===== config.mk =====
export PLATFORM = sky130hd
export DESIGN_NAME = pipe_stage_buf
export DESIGN_NICKNAME = d
export VERILOG_FILES = /design/src/rtl/pipe_pkg.sv /design/src/rtl/pipe_entry_reg.sv /design/src/rtl/pipe_stage_buf.sv
export SDC_FILE = /design/constraint.sdc
export NUM_CORES = 1
export LEC_CHECK = 0
export ABC_AREA = 1
export CORE_MARGIN = 2
export CORE_UTILIZATION = 55
export DETAILED_ROUTE_END_ITERATION = 7
export PLACE_DENSITY_LB_ADDON = 0.2
export SETUP_SLACK_MARGIN = 0.02
export SLEW_MARGIN = 20
export SYNTH_ARGS = -nofsm -noshare
export SYNTH_HDL_FRONTEND = slang
export SYNTH_HIERARCHICAL = 1
export SYNTH_SLANG_ARGS = --single-unit

===== constraint.sdc =====
create_clock -name clk -period 4.07 [get_ports clk]
set_clock_uncertainty 0.2 [all_clocks]
set_input_delay 1.0175 -clock clk [delete_from_list [all_inputs] [get_ports clk]]
set_output_delay 1.0175 -clock clk [all_outputs]
set_load 0.03 [all_outputs]

===== src/rtl/pipe_pkg.sv =====
// Shared definitions for pipeline stage buffers: control-bundle field offsets and occupancy encoding.
package pipe_pkg;

  localparam int CTRL_MEMWR  = 0;
  localparam int CTRL_MEMRD  = 1;
  localparam int CTRL_REGWR  = 2;
  localparam int CTRL_M2R_LO = 3;

  typedef enum logic [1:0] {
    ST_EMPTY = 2'd0,
    ST_ONE   = 2'd1,
    ST_TWO   = 2'd2
  } occ_state_t;

endpackage


===== src/rtl/pipe_entry_reg.sv =====
// One held pipeline entry {valid, ctrl, data}; kill clears only the valid bit, data may stay stale.
module pipe_entry_reg #(
  parameter int DATA_W = 96,
  parameter int CTRL_W = 5
) (
  input  logic              clk,
  input  logic              reset,
  input  logic              load,
  input  logic              kill,
  input  logic [CTRL_W-1:0] d_ctrl,
  input  logic [DATA_W-1:0] d_data,
  output logic              valid,
  output logic [CTRL_W-1:0] ctrl,
  output logic [DATA_W-1:0] data
);

  always_ff @(posedge clk or negedge reset) begin
    if (!reset) begin
      valid <= 1'b0;
      ctrl  <= '0;
      data  <= '0;
    end else if (kill) begin
      valid <= 1'b0;
    end else if (load) begin
      valid <= 1'b1;
      ctrl  <= d_ctrl;
      data  <= d_data;
    end
  end

endmodule


===== src/rtl/pipe_stage_buf.sv =====
// Reusable pipeline stage register with valid/ready handshake, flush and optional two-entry skid buffer.
module pipe_stage_buf
  import pipe_pkg::*;
#(
  parameter int DATA_W = 32,
  parameter int LANES  = 3,
  parameter int CTRL_W = 5,
  parameter int SKID   = 1
) (
  input  logic                    clk,
  input  logic                    reset,
  input  logic                    flush,
  input  logic                    in_valid,
  output logic                    in_ready,
  input  logic [LANES*DATA_W-1:0] in_data,
  input  logic [CTRL_W-1:0]       in_ctrl,
  output logic                    out_valid,
  input  logic                    out_ready,
  output logic [LANES*DATA_W-1:0] out_data,
  output logic [CTRL_W-1:0]       out_ctrl,
  output logic [1:0]              occ
);

  localparam int DW = LANES * DATA_W;

  occ_state_t        state, state_nxt;
  logic              in_ready_r;
  logic              accept, pop;
  logic              main_load, skid_load, use_skid;
  logic              main_kill, skid_kill;
  logic              main_valid, skid_valid;
  logic [CTRL_W-1:0] main_ctrl, skid_ctrl, main_d_ctrl;
  logic [DW-1:0]     main_data, skid_data, main_d_data;

  assign accept = in_valid & in_ready;
  assign pop    = main_valid & out_ready;

  always_comb begin
    state_nxt = state;
    main_load = 1'b0;
    skid_load = 1'b0;
    use_skid  = 1'b0;
    case (state)
      ST_EMPTY: begin
        if (accept) begin
          main_load = 1'b1;
          state_nxt = ST_ONE;
        end
      end
      ST_ONE: begin
        if (accept && pop) begin
          main_load = 1'b1;
        end else if (accept) begin
          skid_load = 1'b1;
          state_nxt = ST_TWO;
        end else if (pop) begin
          state_nxt = ST_EMPTY;
        end
      end
      ST_TWO: begin
        if (pop) begin
          main_load = 1'b1;
          use_skid  = 1'b1;
          state_nxt = ST_ONE;
        end
      end
      default: state_nxt = ST_EMPTY;
    endcase
    // flush wins over any simultaneous accept or pop; the accepted entry is simply dropped
    if (flush) begin
      state_nxt = ST_EMPTY;
      main_load = 1'b0;
      skid_load = 1'b0;
      use_skid  = 1'b0;
    end
  end

  assign main_kill   = flush | (pop & ~main_load);
  assign skid_kill   = flush | use_skid;
  assign main_d_ctrl = use_skid ? skid_ctrl : in_ctrl;
  assign main_d_data = use_skid ? skid_data : in_data;

  always_ff @(posedge clk or negedge reset) begin
    if (!reset) begin
      state      <= ST_EMPTY;
      in_ready_r <= 1'b1;
    end else begin
      state      <= state_nxt;
      in_ready_r <= (state_nxt != ST_TWO);
    end
  end

  pipe_entry_reg #(.DATA_W(DW), .CTRL_W(CTRL_W)) u_main (
    .clk    (clk),
    .reset  (reset),
    .load   (main_load),
    .kill   (main_kill),
    .d_ctrl (main_d_ctrl),
    .d_data (main_d_data),
    .valid  (main_valid),
    .ctrl   (main_ctrl),
    .data   (main_data)
  );

  generate
    if (SKID != 0) begin : g_skid
      pipe_entry_reg #(.DATA_W(DW), .CTRL_W(CTRL_W)) u_skid (
        .clk    (clk),
        .reset  (reset),
        .load   (skid_load),
        .kill   (skid_kill),
        .d_ctrl (in_ctrl),
        .d_data (in_data),
        .valid  (skid_valid),
        .ctrl   (skid_ctrl),
        .data   (skid_data)
      );
      assign in_ready = in_ready_r;
    end else begin : g_noskid
      assign skid_valid = 1'b0;
      assign skid_ctrl  = '0;
      assign skid_data  = '0;
      assign in_ready   = ~main_valid | out_ready;
    end
  endgenerate

  // bubbles never present live control, regardless of what main_ctrl still holds
  assign out_valid = main_valid;
  assign out_data  = main_data;
  assign out_ctrl  = main_valid ? main_ctrl : '0;
  assign occ       = state;

endmodule


==> out/metrics.yaml <==
start_util: 0.5628
cts_buffer_depth: 3
max_freq_ghz: 0.3172
max_stage_delay_ns: 0.66
nFillCells: 1443
die_x_microns: 139.8
holdPathEnd: "g_skid.u_skid/data[50]"
finalPower_mw: 8.409
worstPathArrival_ns: 1.93
grtUsageMet3: 0.04267
grt_max_degree: 103
r2r_slack_ns: 1.69
core_area_sq_um: 18020
cts_hold_buf: 0
postCtsSetupRepairBufs: 0
fp-row-count: 49
hold_viol: 0
grtUsageTotal: 0.2631
status: "complete, no violations"
reg2reg_to: "u_main/data[49]"
synth_area_sq_um: 10140
io_buffers: 210
ant_nets: 0
crit_required_ns: 2.85
cp_slowest_cell: "clkdlybuf4s50_1"
die_h_microns: 139.8
worstMarginPinSlew_ns: 0.8424
crit_path_cell_trace: "nand2_1, inv_1, clkdlybuf4s50_1"
dr.pass1.iters: 5
cts.sinks: 206
nets: 1519
synth_cells: 1249
p_leak_nw: 6.651
cap_violations: 0
ios: 211
htreeDepth: 1
drive_above_1_share: 0.1015
grt_util_met1: 0.3880
finalInstanceArea_sq_um: 12840
vdd_ir_drop_max_mv: 0.4485
numCtsBuffers: 23
min_from: "g_skid.u_skid/data[50]"
synth_nets: 1355
setup-tns-final_ns: 0
timing.final.crit_share: 0.7745
wl_per_cell_microns: 15.31
clock_latency_ns: 0.50
setup_viol: 0
grt_pass1_wl_mm: 42.84
use_met2: 0.4108
synth_area_per_cell_sq_um: 8.121
hpwl_mm: 15.14
drc_errors: 0
fin_cells: 1658
antennaDiodeCount: 0
num_vias: 8763
timing.rr.start: "u_main/valid"
pre_cts_ws_ns: 0.7949
finish.utilization: 0.7121
gp_congestion: 0.8348
min_period_ns: 3.152
rsz0062_at_grt: "false"
worst_slack_ns: 0.9176
cts-resized-gates: 0
crit_path_start_kind: "flop"
register_area_sq_um: 5156
cts_tree: "yes"
dp.cells: 1617
multi_input_area_sq_um: 3885
vias_per_cell: 5.285
die_area_sq_um: 19550
p_per_area_nw_per_um2: 655.1
maxSlewHeadroom: 0.4384
routed_wl_mm: 25.39
holdPathStages: 2
antenna_found_initial: 1
clk_pin_slew_ns: 0.06
yosysWarnings: 6
cts_root_buf: "clkbuf_16"
post_dp_cell_area_sq_um: 12110
grt_pass1_vias: 8479
end_kind: "primary output"
reg2reg_depth: 8
whs_ns: 0.2673
grt_busiest_layer: "met2"
holdCritPathClass: "reg -> reg"
synthToLayoutAreaGrowth_pct: 26.55
worstSetupPathType: "reg -> out"
path_max_fanout: 9
drt_iter0_markers: 629
grt.overflow.total: 0
slew_violations: 0
cells in the final DEF (no fill, tap or decap):
master and count:
nor2_4 2, buf_4 7, o21ai_1 20, nand3_1 203, a21oi_1 2, nand2_4 2, dfrtp_1 205, buf_6 1
nand2_1 523, nor2_1 2, clkbuf_8 8, clkdlybuf4s50_1 209, clkbuf_16 23, clkinv_2 8, inv_2 1, o21ai_0 2
nand2_2 1, nand3_4 1, clkbuf_1 6, buf_12 9, o21ai_2 81, inv_1 112, dfstp_2 1
worst max path at each step:
stage | cells after the start | slack (ns) | end | from
floorplan | 10 | 1.81 | u_main/data[17] | flush
global placement | 9 | 0.85 | g_skid.u_skid/data[46] | out_ready
detailed placement | 9 | 0.79 | g_skid.u_skid/data[57] | out_ready
CTS | 3 | 0.92 | out_ctrl[3] | u_main/valid
global route | 3 | 0.83 | out_ctrl[1] | u_main/valid
finish | 3 | 0.92 | out_ctrl[3] | u_main/valid
where the power goes:
| part | switching [mW] | internal, mW | total (mW) | leakage (nW) |
|---|---|---|---|---|
| clock network | 0.798 | 1.17 | 1.96 | 0.360 |
| logic | 1.87 | 1.19 | 3.06 | 3.68 |
| registers | 0.493 | 2.89 | 3.38 | 2.61 |
| total | 3.16 | 5.25 | 8.41 | 6.65 |
per-layer routing:
layer  vias up  part of all wire
li1       4224                 -
met1      4177              0.44
met2       324              0.46
met3        38             0.074
met4         0             0.020
met5         -                 0
cell type report:
type,count,area share
sequential,206,0.4017
clock buffer,36,0.05410
timing repair buffer,227,0.1831
tap,229,0.02232
multi-input combinational,839,0.3027
clock inverter,5,0.001950
inverter,116,0.03421
worst max-delay path: cells and delay by family, from the launching register on:
kind / cells / cell delay, ns
DFF: 1 / 0.58
and+or+nand+nor: 1 / 0.11
buffers and inverters: 2 / 0.74
sequential cells by signal, summed over array words and instances (netlist names):
name and count:
g_skid.u_skid/data 96, u_main/valid 1, in_ready 1, u_main/ctrl 5, g_skid.u_skid/ctrl 5, u_main/data 96, occ 2
Power figures use the tool's default switching activity.
==> RTL edit, RTL diff (config.mk and constraints unchanged) <==
`CTRL_W` is set to 5 in 2 places; all go to 10.
--- a/src/rtl/pipe_entry_reg.sv
+++ b/src/rtl/pipe_entry_reg.sv
@@ -2,5 +2,5 @@
 module pipe_entry_reg #(
   parameter int DATA_W = 96,
-  parameter int CTRL_W = 5
+  parameter int CTRL_W = 10
 ) (
   input  logic              clk,
--- a/src/rtl/pipe_stage_buf.sv
+++ b/src/rtl/pipe_stage_buf.sv
@@ -5,5 +5,5 @@
   parameter int DATA_W = 32,
   parameter int LANES  = 3,
-  parameter int CTRL_W = 5,
+  parameter int CTRL_W = 10,
   parameter int SKID   = 1
 ) (
Interface: changed (resized in_ctrl and out_ctrl); port bits go from 211 to 221. No check against the original RTL was run, so the function may have changed too.
==> RTL edit against the original RTL <==
- cell area increased by 5.4%
- sequential cell count increased by 10
- synthesized area increased by 4.4%
- setup slack got worse by 0.10 ns
- clock power increased by 7%
- total power increased by 4.7%
- combinational power increased by 4%
- routed wire length increased by 5.6%
- die area increased by 4.3%
==> RTL edit: results (changes against the original RTL) <==
Finish
  – Fill count: 1493 (was 1443)
  – Final net count: 1602 (was 1519)
  – Non-filler cells, final: 1767 (was 1658)
  – Share of cells above drive strength 1: 0.09290 (was 0.1015)

Timing
  – Max-slew headroom: 0.4940 (was 0.4384)

Placed design
  – Global placement routability congestion: 0.8284 (was 0.8348)
  – Placed instance area: 0.01277 sq mm (was 0.01211 sq mm)
  – Pre-CTS WS: 0.7568 ns (was 0.7949 ns)
  – Cell total after placement: 1725 (was 1617)

Power
  – Leak Pwr: 7.024 nW (was 6.651 nW)
  – Peak supply drop: 456.5 uV (was 448.5 uV)

Routing
  – Initial DRT Pass Iterations: 6 (was 5)
  – DRT iter0 DRCs: 595 (was 629)
  – Via density: 5.173 (was 5.285)
  – Drt wl/cell: 15.17 um (was 15.31 um)

Global route
  – Vias in the first global route: 8916 (was 8479)
  – Largest net degree at the start of global routing: 108 (was 103)
  – Global-route wire length before repair: 44420 um (was 42840 um)
  – GRT Resource Usage Total: 0.2690 (was 0.2631)
  – Initial antenna violation count: 2 (was 1)

Outcome
  – Outcome: complete, no violations (unchanged)

Setup path
  – CP Max Fanout: 14 (was 9)
  – Crit path DAT: 2.04 ns (was 1.93 ns)

Clocking
  – Num CTS Buffers: 24 (was 23)

Synthesis
  – Syn Nets: 1429 (was 1355)
RTL edit: stage by stage:
stage,total power [mW],util
6_report,8.802,0.7183
5_1_grt,9.326,0.7183
4_1_cts,8.858,0.7183
3_5_place_dp,6.736,0.6783
3_3_place_gp,6.614,0.6783
2_1_floorplan,5.396,-
RTL edit: final timing paths:
path	cells past startpoint	end	slack [ns]	start
max in group asynchronous	2	g_skid.u_skid/data[36]$_DFFE_PN0P_	2.51	reset
min in group asynchronous	1	u_main/data[88]$_DFFE_PN0P_	0.29	reset
min reg2reg	2	u_main/data[29]$_DFFE_PN0P_	0.27	u_main/data[29]$_DFFE_PN0P_
min	2	u_main/data[29]$_DFFE_PN0P_	0.27	u_main/data[29]$_DFFE_PN0P_
max reg2reg	9	u_main/ctrl[9]$_DFFE_PN0P_	1.51	u_main/valid$_DFFE_PN0P_
max	3	out_ctrl[6]	0.81	u_main/valid$_DFFE_PN0P_
RTL edit: layer usage:
metal  part of all wire  track usage  wire length [um]
met3              0.069      0.04158              1842
met4              0.034      0.09224               912
met1               0.42       0.3635             11200
met5             0.0011            0                29
met2               0.48       0.4461             12820
RTL edit: layout make-up:
type                    instances  area share
clock buffers                  37     0.05180
repair buffers                239      0.1857
multi-input cells             884      0.2995
inverters                     126     0.03524
well taps                     260     0.02405
clock inverters                 5    0.003977
flip-flops and latches        216      0.3997
RTL edit: critical path, stage by stage (launching register included):
cell,delay [ns]
dfrtp_1,0.64
nand2_1,0.12
inv_1,0.11
clkdlybuf4s50_1,0.67
RTL edit: report_power, final:
part           internal, mW  switching (mW)
registers              3.03           0.518
clock network          1.24           0.844
logic                  1.24            1.93
total                  5.51            3.29
